===== src/rtl/prog_loader.sv =====
// Boot-time program loader: consumes a byte stream (16-bit word count, then words,
// all high byte first) and writes the words into program memory while holding the CPU in reset.
module prog_loader #(
    parameter int ADDR_W = 10
) (
    input  logic              clk,
    input  logic              reset,
    input  logic              start,
    input  logic [7:0]        byte_in,
    input  logic              byte_valid,
    output logic              byte_ready,
    output logic              pm_we,
    output logic [ADDR_W-1:0] pm_addr,
    output logic [15:0]       pm_wdata,
    output logic              cpu_reset,
    output logic              busy,
    output logic              done,
    output logic              err,
    output logic [2:0]        state_dbg
);

    // Handshake: a byte moves on a rising edge only when byte_valid && byte_ready;
    // byte_ready depends on the state alone, never on byte_valid.
    typedef enum logic [2:0] {
        S_IDLE   = 3'd0,
        S_HDR_HI = 3'd1,
        S_HDR_LO = 3'd2,
        S_DAT_HI = 3'd3,
        S_DAT_LO = 3'd4,
        S_WRITE  = 3'd5,
        S_DONE   = 3'd6,
        S_ERR    = 3'd7
    } state_t;

    localparam logic [16:0] MAX_WORDS = 17'(1) << ADDR_W;

    state_t            state;
    state_t            state_nxt;
    logic [7:0]        n_hi;
    logic [15:0]       n_reg;
    logic [15:0]       n_hdr;
    logic [ADDR_W:0]   idx;
    logic [7:0]        hi_byte;
    logic              accept;
    logic              last_word;

    assign accept    = byte_valid && byte_ready;
    assign n_hdr     = {n_hi, byte_in};
    // idx is one bit wider than pm_addr so a full 2^ADDR_W load ends without wrapping.
    assign last_word = ({{(31 - ADDR_W){1'b0}}, idx} + 32'd1) == {16'd0, n_reg};

    always_ff @(posedge clk) begin
        if (reset) begin
            state <= S_IDLE;
        end else begin
            state <= state_nxt;
        end
    end

    always_comb begin
        state_nxt = state;
        case (state)
            S_IDLE, S_DONE, S_ERR: begin
                if (start) state_nxt = S_HDR_HI;
            end
            S_HDR_HI: if (accept) state_nxt = S_HDR_LO;
            S_HDR_LO: begin
                if (accept) begin
                    if (n_hdr == 16'd0)                  state_nxt = S_DONE;
                    else if ({1'b0, n_hdr} > MAX_WORDS)  state_nxt = S_ERR;
                    else                                 state_nxt = S_DAT_HI;
                end
            end
            S_DAT_HI: if (accept) state_nxt = S_DAT_LO;
            S_DAT_LO: if (accept) state_nxt = S_WRITE;
            S_WRITE:  state_nxt = last_word ? S_DONE : S_DAT_HI;
            default:  state_nxt = S_IDLE;
        endcase
    end

    always_comb begin
        byte_ready = 1'b0;
        busy       = 1'b0;
        pm_we      = 1'b0;
        done       = 1'b0;
        err        = 1'b0;
        cpu_reset  = 1'b1;
        state_dbg  = state;
        case (state)
            S_HDR_HI, S_HDR_LO, S_DAT_HI, S_DAT_LO: begin
                byte_ready = 1'b1;
                busy       = 1'b1;
            end
            S_WRITE: begin
                busy  = 1'b1;
                pm_we = 1'b1;
            end
            S_DONE: begin
                done      = 1'b1;
                cpu_reset = 1'b0;
            end
            S_ERR:   err = 1'b1;
            default: ;
        endcase
    end

    // The high data byte is staged so pm_wdata/pm_addr only change when a full word is ready.
    always_ff @(posedge clk) begin
        if (reset) begin
            n_hi     <= '0;
            n_reg    <= '0;
            idx      <= '0;
            hi_byte  <= '0;
            pm_addr  <= '0;
            pm_wdata <= '0;
        end else begin
            case (state)
                S_IDLE, S_DONE, S_ERR: begin
                    if (start) idx <= '0;
                end
                S_HDR_HI: if (accept) n_hi <= byte_in;
                S_HDR_LO: if (accept) n_reg <= n_hdr;
                S_DAT_HI: if (accept) hi_byte <= byte_in;
                S_DAT_LO: begin
                    if (accept) begin
                        pm_wdata <= {hi_byte, byte_in};
                        pm_addr  <= idx[ADDR_W-1:0];
                    end
                end
                S_WRITE: if (!last_word) idx <= idx + 1'b1;
                default: ;
            endcase
        end
    end

endmodule


===== config.mk =====
export PLATFORM = sky130hd
export DESIGN_NAME = prog_loader
export DESIGN_NICKNAME = d
export VERILOG_FILES = /design/src/rtl/prog_loader.sv
export SDC_FILE = /design/constraint.sdc
export NUM_CORES = 1
export LEC_CHECK = 0
export ABC_AREA = 0
export ABC_CLOCK_PERIOD_IN_PS = 2200
export BUFFER_PORTS_ARGS = -buffer_cell sky130_fd_sc_hd__buf_2
export CAP_MARGIN = 20
export CORE_MARGIN = 4
export CORE_UTILIZATION = 40
export DETAILED_ROUTE_END_ITERATION = 6
export MAX_ROUTING_LAYER = met4
export PLACE_DENSITY = 0.72
export SYNTH_ARGS = -nofsm -noshare
export SYNTH_HDL_FRONTEND = slang
export SYNTH_SLANG_ARGS = --single-unit

===== constraint.sdc =====
create_clock -name clk -period 2.2 [get_ports clk]
set_input_delay 0.44 -clock clk [delete_from_list [all_inputs] [get_ports clk]]
set_output_delay 0.44 -clock clk [all_outputs]
set_load 0.02 [all_outputs]

==> tab_implementation.tex, run 1 <==
\begin{tabular}{lr}
\hline
Metric & Value \\
\hline
\multicolumn{2}{l}{\textbf{Run status}} \\
\quad Run status & finished, final reports clean \\
\multicolumn{2}{l}{\textbf{Worst setup path}} \\
\quad R2R Path End & idx[8] \\
\quad CP Data Arrival Time & 2.41 ns \\
\quad Worst Path Class, Setup & flip-flop to flip-flop \\
\quad Critical path startpoint category & flip-flop \\
\quad Element type at the critical path end & flip-flop \\
\quad Crit path capture & idx[8] \\
\quad Launch point of the worst path & idx[0] \\
\quad Required @ worst endpoint & 2.48 ns \\
\quad Start of the worst register-to-register path & idx[0] \\
\quad FF-to-FF setup slack & 0.07 ns \\
\quad Cell count of the worst reg-to-reg path & 8 \\
\quad Maximum net fanout on the critical path & 7 \\
\multicolumn{2}{l}{\textbf{Final layout}} \\
\quad Nets & 487 \\
\quad Most common cell after layout, fill and taps aside & sky130\_fd\_sc\_hd\_\_nand2\_1 \\
\quad Diode count & 0 \\
\quad Filler cell count & 752 \\
\quad Layout cell share with drive strength beyond 1 & 0.2422 \\
\quad Area Growth Syn to Fin & 26.22\% \\
\quad Final cell count without fillers & 581 \\
\quad Leading cell types in the layout, fill and taps excluded & sky130\_fd\_sc\_hd\_\_nand2\_1 (134), sky130\_fd\_sc\_hd\_\_dfxtp\_1 (65), sky130\_fd\_sc\_hd\_\_a21oi\_1 (59) \\
\multicolumn{2}{l}{\textbf{Die}} \\
\quad Initial standard-cell utilization of the core & 0.4168 \\
\quad Placeable Area & 7807 sq um \\
\quad Die area & 9643 sq um \\
\quad Floorplan die width & 98.20 um \\
\quad Die extent in y & 98.20 um \\
\quad Core Rows & 32 \\
\quad I/O Pins & 47 \\
\multicolumn{2}{l}{\textbf{STA}} \\
\quad Relative slew slack & 0.6365 \\
\quad Slew @ Worst Pin & 0.5453 ns \\
\quad Ratio of final minimum period to clock period & 0.9696 \\
\quad Setup Viol. Count Final & 0 \\
\quad Min Clock Period, post-route & 2.133 ns \\
\quad Final total negative setup slack & 0 ns \\
\quad Slew Viols, Final & 0 \\
\quad F\_max & 468.8 MHz \\
\quad Number of hold violations in the final report & 0 \\
\quad Setup Skew & 0.01052 ns \\
\multicolumn{2}{l}{\textbf{Routing}} \\
\quad Final routed wire length divided by cell count & 15.18 um \\
\quad DRT Pass-1 Iters & 4 \\
\quad Sum of routed wire length over all layers & 8822 um \\
\quad DRC Markers & 0 \\
\quad Via count & 3143 \\
\quad Remaining antenna violation count & 0 \\
\quad Initial drt markers & 212 \\
\quad Post-DR vias/cell & 5.410 \\
\multicolumn{2}{l}{\textbf{Min path}} \\
\quad Hold/Removal Path Class & input port to flip-flop \\
\multicolumn{2}{l}{\textbf{Run}} \\
\quad Maximum Capacitance Violations & 0 \\
\multicolumn{2}{l}{\textbf{Yosys}} \\
\quad Part of the Yosys area used for sequential elements & 0.4429 \\
\quad Post-Syn Area & 3254 sq um \\
\quad Seq cells post-synth & 72 \\
\quad Synthesized area per cell & 7.749 sq um \\
\quad Count of flip-flops with a built-in enable after synthesis & 0 \\
\quad Post-synth top flop & sky130\_fd\_sc\_hd\_\_dfxtp\_1 \\
\quad Synthesized net count & 433 \\
\quad Async set-reset flop share out of synthesis & 0 \\
\quad Distinct cell type count after synthesis & 51 \\
\quad Gate count of the mapped netlist & 420 \\
\quad Synth warn & 0 \\
\multicolumn{2}{l}{\textbf{Global route}} \\
\quad Initial antenna violation count & 0 \\
\quad Pin count of the biggest net entering global routing & 55 \\
\quad Global-route wire length before repair & 14570 um \\
\quad Vias in the first global route & 3065 \\
\quad Remaining global-route overflow & 0 \\
\quad Global router's overall resource usage & 0.1868 \\
\multicolumn{2}{l}{\textbf{Clock network}} \\
\quad H-tree depth & 3 \\
\quad Number of buffers added by the clock tree synthesis step & 9 \\
\quad Clock-pin slew of the registers on the worst-case setup and hold paths & 0.08 ns \\
\quad Clock tree from TritonCTS & done \\
\quad Worst-Skew Late Latency & 0.34 ns \\
\quad Clock sink count & 72 \\
\quad Buffer cell driving the clock tree root & sky130\_fd\_sc\_hd\_\_clkbuf\_8 \\
\quad Maximum clock insertion buffer count & 2 \\
\multicolumn{2}{l}{\textbf{Power and ir drop}} \\
\quad Leakage power of the design & 0.001576 uW \\
\quad Cell Pwr Density & 724.0 nW/um\^{}2 \\
\quad Worst supply voltage drop on vdd & 0.3818 mV \\
\quad Overall power consumption & 2974 uW \\
\multicolumn{2}{l}{\textbf{Placement}} \\
\quad Cell Count Post-Placement & 561 \\
\quad Half-perimeter wire length after detailed placement & 6049 um \\
\quad Count of input and output buffers & 46 \\
\quad Routability-driven placement congestion ratio & 0.9841 \\
\hline
\end{tabular}
[power breakdown]
part           internal, uW  switching, uW
Combinational          75.3            153
Clock                   905            499
Sequential             1320           22.2
Total                  2300            675
[synth_stat cells (4+ instances only)]
master | n | area (sq um)
sky130_fd_sc_hd__dfxtp_1 | 72 | 1441
sky130_fd_sc_hd__inv_1 | 7 | 26.28
sky130_fd_sc_hd__nor4_1 | 6 | 37.54
sky130_fd_sc_hd__or4_1 | 9 | 67.56
sky130_fd_sc_hd__o211ai_1 | 8 | 60.06
sky130_fd_sc_hd__a21oi_1 | 59 | 295.3
sky130_fd_sc_hd__nand2_1 | 134 | 503.0
sky130_fd_sc_hd__buf_2 | 6 | 30.03
sky130_fd_sc_hd__xnor2_1 | 10 | 87.58
sky130_fd_sc_hd__clkbuf_1 | 17 | 63.81
sky130_fd_sc_hd__nor2_1 | 10 | 37.54
sky130_fd_sc_hd__nand3_1 | 13 | 65.06
sky130_fd_sc_hd__nand4_1 | 4 | 25.02
sky130_fd_sc_hd__o21ai_0 | 5 | 25.02
sky130_fd_sc_hd__xor2_1 | 6 | 52.55
[worst max-delay path: stages (launching register included)]
cell and delay, ns:
sky130_fd_sc_hd__dfxtp_4 0.37, sky130_fd_sc_hd__ha_4 0.15, sky130_fd_sc_hd__nand3_4 0.08, sky130_fd_sc_hd__or3_4 0.38, sky130_fd_sc_hd__xnor2_4 0.22, sky130_fd_sc_hd__nor4_4 0.09, sky130_fd_sc_hd__and3_4 0.23, sky130_fd_sc_hd__or4_1 0.47
sky130_fd_sc_hd__nand3_1 0.10
[kinds of logic (layout without fill, tap and decap cells)]
group / Yosys count / after routing / synth area share
XOR/XNOR: 17 / 17 / 0.04806
flip-flops: 72 / 72 / 0.4429
buffers and inverters: 34 / 92 / 0.04498
AND/OR/NAND/NOR: 203 / 204 / 0.2918
multiplexers: 2 / 2 / 0.006152
adder cells (fa/ha/maj): 1 / 1 / 0.003844
AO/OA/AOI/OAI: 91 / 91 / 0.1622
[metrics by stage]
stage / utilization / hold WS (ns) / setup slack, ns / cell area, sq um
final: 0.5261 / 0.3915 / 0.06681 / 4108
after global routing: 0.5261 / 0.3853 / -0.04330 / 4108
after CTS: 0.5043 / 0.3809 / 0.01199 / 3938
after detailed placement: 0.4665 / 0.4457 / -0.01625 / 3642
after global placement: 0.4665 / 0.4410 / 0.1015 / 3642
after floorplan: - / 0.4321 / 0.05022 / 3258
[routing by layer]
| metal | GRT usage | part of all wire | vias up |
|---|---|---|---|
| li1 | - | - | 1561 |
| met1 | 0.2349 | 0.44 | 1463 |
| met2 | 0.3042 | 0.48 | 105 |
| met3 | 0.04357 | 0.068 | 14 |
| met4 | 0.04727 | 0.012 | 0 |
| met5 | - | 0 | - |
[timing repair]
| action | in CTS | in global routing |
|---|---|---|
| setup endpoints to repair | 3 | 13 |
| hold buffers | 0 | 0 |
| cloned | 1 | 0 |
| setup buffers | 0 | 3 |
| gates resized for setup | 2 | 28 |
| pin swaps | 1 | 13 |
[worst min-delay path by stage]
| stage | startpoint | to | slack, ns | cells past startpoint |
|---|---|---|---|---|
| final | byte_in[3] | n_hi[3] | 0.39 | 3 |
| after detailed placement | pm_wdata[15] | pm_wdata[15] | 0.45 | 2 |
| after floorplan | hi_byte[2] | pm_wdata[10] | 0.43 | 2 |
| after CTS | byte_in[3] | n_hi[3] | 0.38 | 3 |
| after global routing | byte_in[2] | n_hi[2] | 0.39 | 3 |
| after global placement | pm_wdata[5] | pm_wdata[5] | 0.44 | 2 |
[area by class of cell]
type                       count  area (sq um)  area share
clock buffer                  10         137.6     0.03351
clock inverter                 6         137.6     0.03351
inverter                       8         30.03    0.007310
multi-input combinational    315          1817      0.4423
sequential                    72          1455      0.3543
tap                          102         127.6     0.03107
timing repair buffer          68         402.9     0.09808
No activity file was read; power rests on OpenSTA's default activity.
==> run 2, diff against run 1 <==
Settings changed: CORE_UTILIZATION 40 to 51, PLACE_DENSITY 0.72 to 0.86.
==> run 2 against run 1 <==
Sequential share of layout area increased by 1.0 points. Die area decreased by 20%. First-iteration DRC count increased by 7.5%. Sequential power about the same. Critical path type unchanged. The run now ends with negative setup slack left. Largest power group is now sequential cells. Largest cell class unchanged. Cell area decreased by 3.3%. Sequential cell count unchanged. Critical endpoint is now idx[3].
==> tab_implementation.tex, run 2 (synthesis gave the netlist of run 1 again) <==
\begin{tabular}{lr}
\hline
Metric & Value \\
\hline
\multicolumn{2}{l}{\textbf{Min path}} \\
\quad Min-Delay Path Depth & 3 \\
\quad Hold/Removal Path Class & input port to flip-flop \\
\quad Start point of the worst hold path & byte\_in[3] \\
\quad Sink of the worst hold path & hi\_byte[3] \\
\multicolumn{2}{l}{\textbf{Placement}} \\
\quad Pre-CTS setup slack & 0.01452 ns \\
\quad Routability-driven placement congestion ratio & 0.9517 \\
\quad Count of input and output buffers & 46 \\
\quad Half-perimeter wire length after detailed placement & 6007 um \\
\multicolumn{2}{l}{\textbf{Power and ir drop}} \\
\quad Net Sw Frac & 0.2655 \\
\quad Combinational group share of total power & 0.094 \\
\quad Sequential group share of total power & 0.527 \\
\quad Internal power & 1871 uW \\
\quad Cell Pwr Density & 641.1 nW/um\^{}2 \\
\quad Overall power consumption & 2548 uW \\
\quad Leakage power of the design & 0.001539 uW \\
\quad Switching power & 676.4 uW \\
\quad Worst supply voltage drop on vdd & 0.5324 mV \\
\quad Clock share of power & 0.379 \\
\multicolumn{2}{l}{\textbf{Die}} \\
\quad I/O Pins & 47 \\
\quad Floorplan die width & 87.88 um \\
\quad Die area & 7723 sq um \\
\quad Initial standard-cell utilization of the core & 0.5370 \\
\quad Die extent in y & 87.88 um \\
\quad Core Rows & 28 \\
\quad Placeable Area & 6061 sq um \\
\multicolumn{2}{l}{\textbf{STA}} \\
\quad Setup Viol. Count Final & 2 \\
\quad Ratio of final minimum period to clock period & 1.015 \\
\quad Relative slew slack & 0.6516 \\
\quad Slew Viols, Final & 0 \\
\quad Slew @ Worst Pin & 0.5207 ns \\
\quad Final worst slack & -0.03234 ns \\
\quad Setup repair after global routing missed its margin & true \\
\quad Min Clock Period, post-route & 2.232 ns \\
\quad Number of hold violations in the final report & 0 \\
\quad Setup Skew & 0.005499 ns \\
\quad F\_max & 448.0 MHz \\
\quad Smallest hold slack & 0.3913 ns \\
\multicolumn{2}{l}{\textbf{Global route}} \\
\quad Pin count of the biggest net entering global routing & 41 \\
\quad Grt met2 use & 0.3822 \\
\quad Remaining global-route overflow & 0 \\
\quad Vias in the first global route & 2959 \\
\quad Global router's overall resource usage & 0.2377 \\
\quad Global-route wire length before repair & 14120 um \\
\quad Initial antenna violation count & 0 \\
\quad Layer with the highest usage after global routing & met2 \\
\quad Met1 global-route usage & 0.2940 \\
\quad Met3 Use GR & 0.06209 \\
\multicolumn{2}{l}{\textbf{Final layout}} \\
\quad Leading cell types in the layout, fill and taps excluded & sky130\_fd\_sc\_hd\_\_nand2\_1 (134), sky130\_fd\_sc\_hd\_\_dfxtp\_1 (66), sky130\_fd\_sc\_hd\_\_a21oi\_1 (59) \\
\quad Diode count & 0 \\
\quad Layout cell share with drive strength beyond 1 & 0.2412 \\
\quad Filler cell count & 506 \\
\quad Nets & 489 \\
\quad Final core occ & 0.6557 \\
\quad Most common cell after layout, fill and taps aside & sky130\_fd\_sc\_hd\_\_nand2\_1 \\
\quad Area Growth Syn to Fin & 22.11\% \\
\multicolumn{2}{l}{\textbf{Worst setup path}} \\
\quad Kind of cell adding the most delay to the critical path & simple AND/OR/NAND/NOR gates \\
\quad Crit path buf inv count & 0 \\
\quad Element type at the critical path end & flip-flop \\
\quad Required @ worst endpoint & 2.45 ns \\
\quad R2R Path End & idx[3] \\
\quad Maximum net fanout on the critical path & 4 \\
\quad Critical path startpoint category & flip-flop \\
\quad Worst Path Class, Setup & flip-flop to flip-flop \\
\quad Critical path cell sequence & ha\_4 -> nand3\_4 -> or3\_4 -> xnor2\_4 -> nor4\_4 -> and3\_4 -> or4\_1 -> a31oi\_1 \\
\quad Slowest cell on the critical path & sky130\_fd\_sc\_hd\_\_or3\_4 \\
\quad FF-to-FF setup slack & -0.03 ns \\
\quad Cell count of the worst reg-to-reg path & 8 \\
\quad Stage delay of the slowest cell on the critical path & 0.42 ns \\
\quad CP Data Arrival Time & 2.49 ns \\
\quad Start of the worst register-to-register path & idx[0] \\
\multicolumn{2}{l}{\textbf{Run status}} \\
\quad Run status & finished, violations left \\
\quad Failing checks & negative setup slack \\
\multicolumn{2}{l}{\textbf{Routing}} \\
\quad Post-DR vias/cell & 5.815 \\
\quad Via count & 3233 \\
\quad Final routed wire length divided by cell count & 15.79 um \\
\quad Initial drt markers & 228 \\
\quad Remaining antenna violation count & 0 \\
\quad Sum of routed wire length over all layers & 8777 um \\
\quad DRC Markers & 0 \\
\quad DRT Pass-1 Iters & 7 \\
\multicolumn{2}{l}{\textbf{Clock network}} \\
\quad Maximum clock insertion buffer count & 2 \\
\quad Clock sink count & 72 \\
\quad Clock tree from TritonCTS & done \\
\quad Buffer cell driving the clock tree root & sky130\_fd\_sc\_hd\_\_clkbuf\_8 \\
\quad Worst-Skew Late Latency & 0.35 ns \\
\quad Number of buffers added by the clock tree synthesis step & 9 \\
\quad Clock-pin slew of the registers on the worst-case setup and hold paths & 0.08 ns \\
\quad H-tree depth & 3 \\
\multicolumn{2}{l}{\textbf{Run}} \\
\quad Maximum Capacitance Violations & 0 \\
\hline
\end{tabular}
## run 2: worst max path at each step
stage	cells after the start	slack, ns	from	endpoint
finish	8	-0.03	idx[0]	idx[3]
global route	8	-0.10	idx[0]	idx[3]
CTS	8	0.009	idx[1]	idx[3]
detailed placement	9	0.01	idx[1]	idx[1]
global placement	8	0.09	idx[1]	idx[7]
floorplan	9	0.05	idx[1]	idx[9]
## run 2: worst min-delay path, delay by kind of cell
family | cells | cell delay (ns)
buffers and inverters | 1 | 0.14
and+or+nand+nor | 1 | 0.06
AOI/OAI and AO/OA | 1 | 0.05
## run 2: timing repair
| item | in CTS | in global routing |
|---|---|---|
| hold buffers | 0 | 0 |
| buffers inserted | 0 | 3 |
| gates cloned | 0 | 1 |
| hold endpoints to repair | 0 | 0 |
| setup endpoints to repair | 3 | 12 |
| resized for setup | 3 | 21 |
| pin swaps | 4 | 16 |
## run 2: power groups by stage
| stage | Sequential [uW] | Clock [uW] | Combinational [uW] |
|---|---|---|---|
| finish | 1340 | 966 | 239 |
| CTS | 1340 | 976 | 227 |
| global route | 1340 | 1030 | 260 |
| global placement | 1370 | 0 | 218 |
| floorplan | 1370 | 0 | 139 |
| detailed placement | 1370 | 0 | 224 |
## run 2: layer usage
| metal | share of wire | vias to the layer above |
|---|---|---|
| li1 | - | 1557 |
| met1 | 0.43 | 1507 |
| met2 | 0.48 | 144 |
| met3 | 0.071 | 25 |
| met4 | 0.020 | 0 |
| met5 | 0 | - |
## run 2: through the flow
| step | TNS, ns | std cells | cell area [sq um] |
|---|---|---|---|
| floorplan | 0 | 420 | 3258 |
| global placement | 0 | 536 | 3623 |
| detailed placement | 0 | 536 | 3623 |
| CTS | 0 | 552 | 3827 |
| global route | -0.6842 | 556 | 3974 |
| finish | -0.03908 | 556 | 3974 |
## run 2: cell type report
cell class	count	area (sq um)	area share
inverter	8	30.03	0.007557
tap	75	93.84	0.02361
clock buffer	12	155.1	0.03904
clock inverter	4	28.78	0.007242
timing repair buffer	70	414.1	0.1042
sequential	72	1449	0.3646
multi-input combinational	315	1803	0.4537
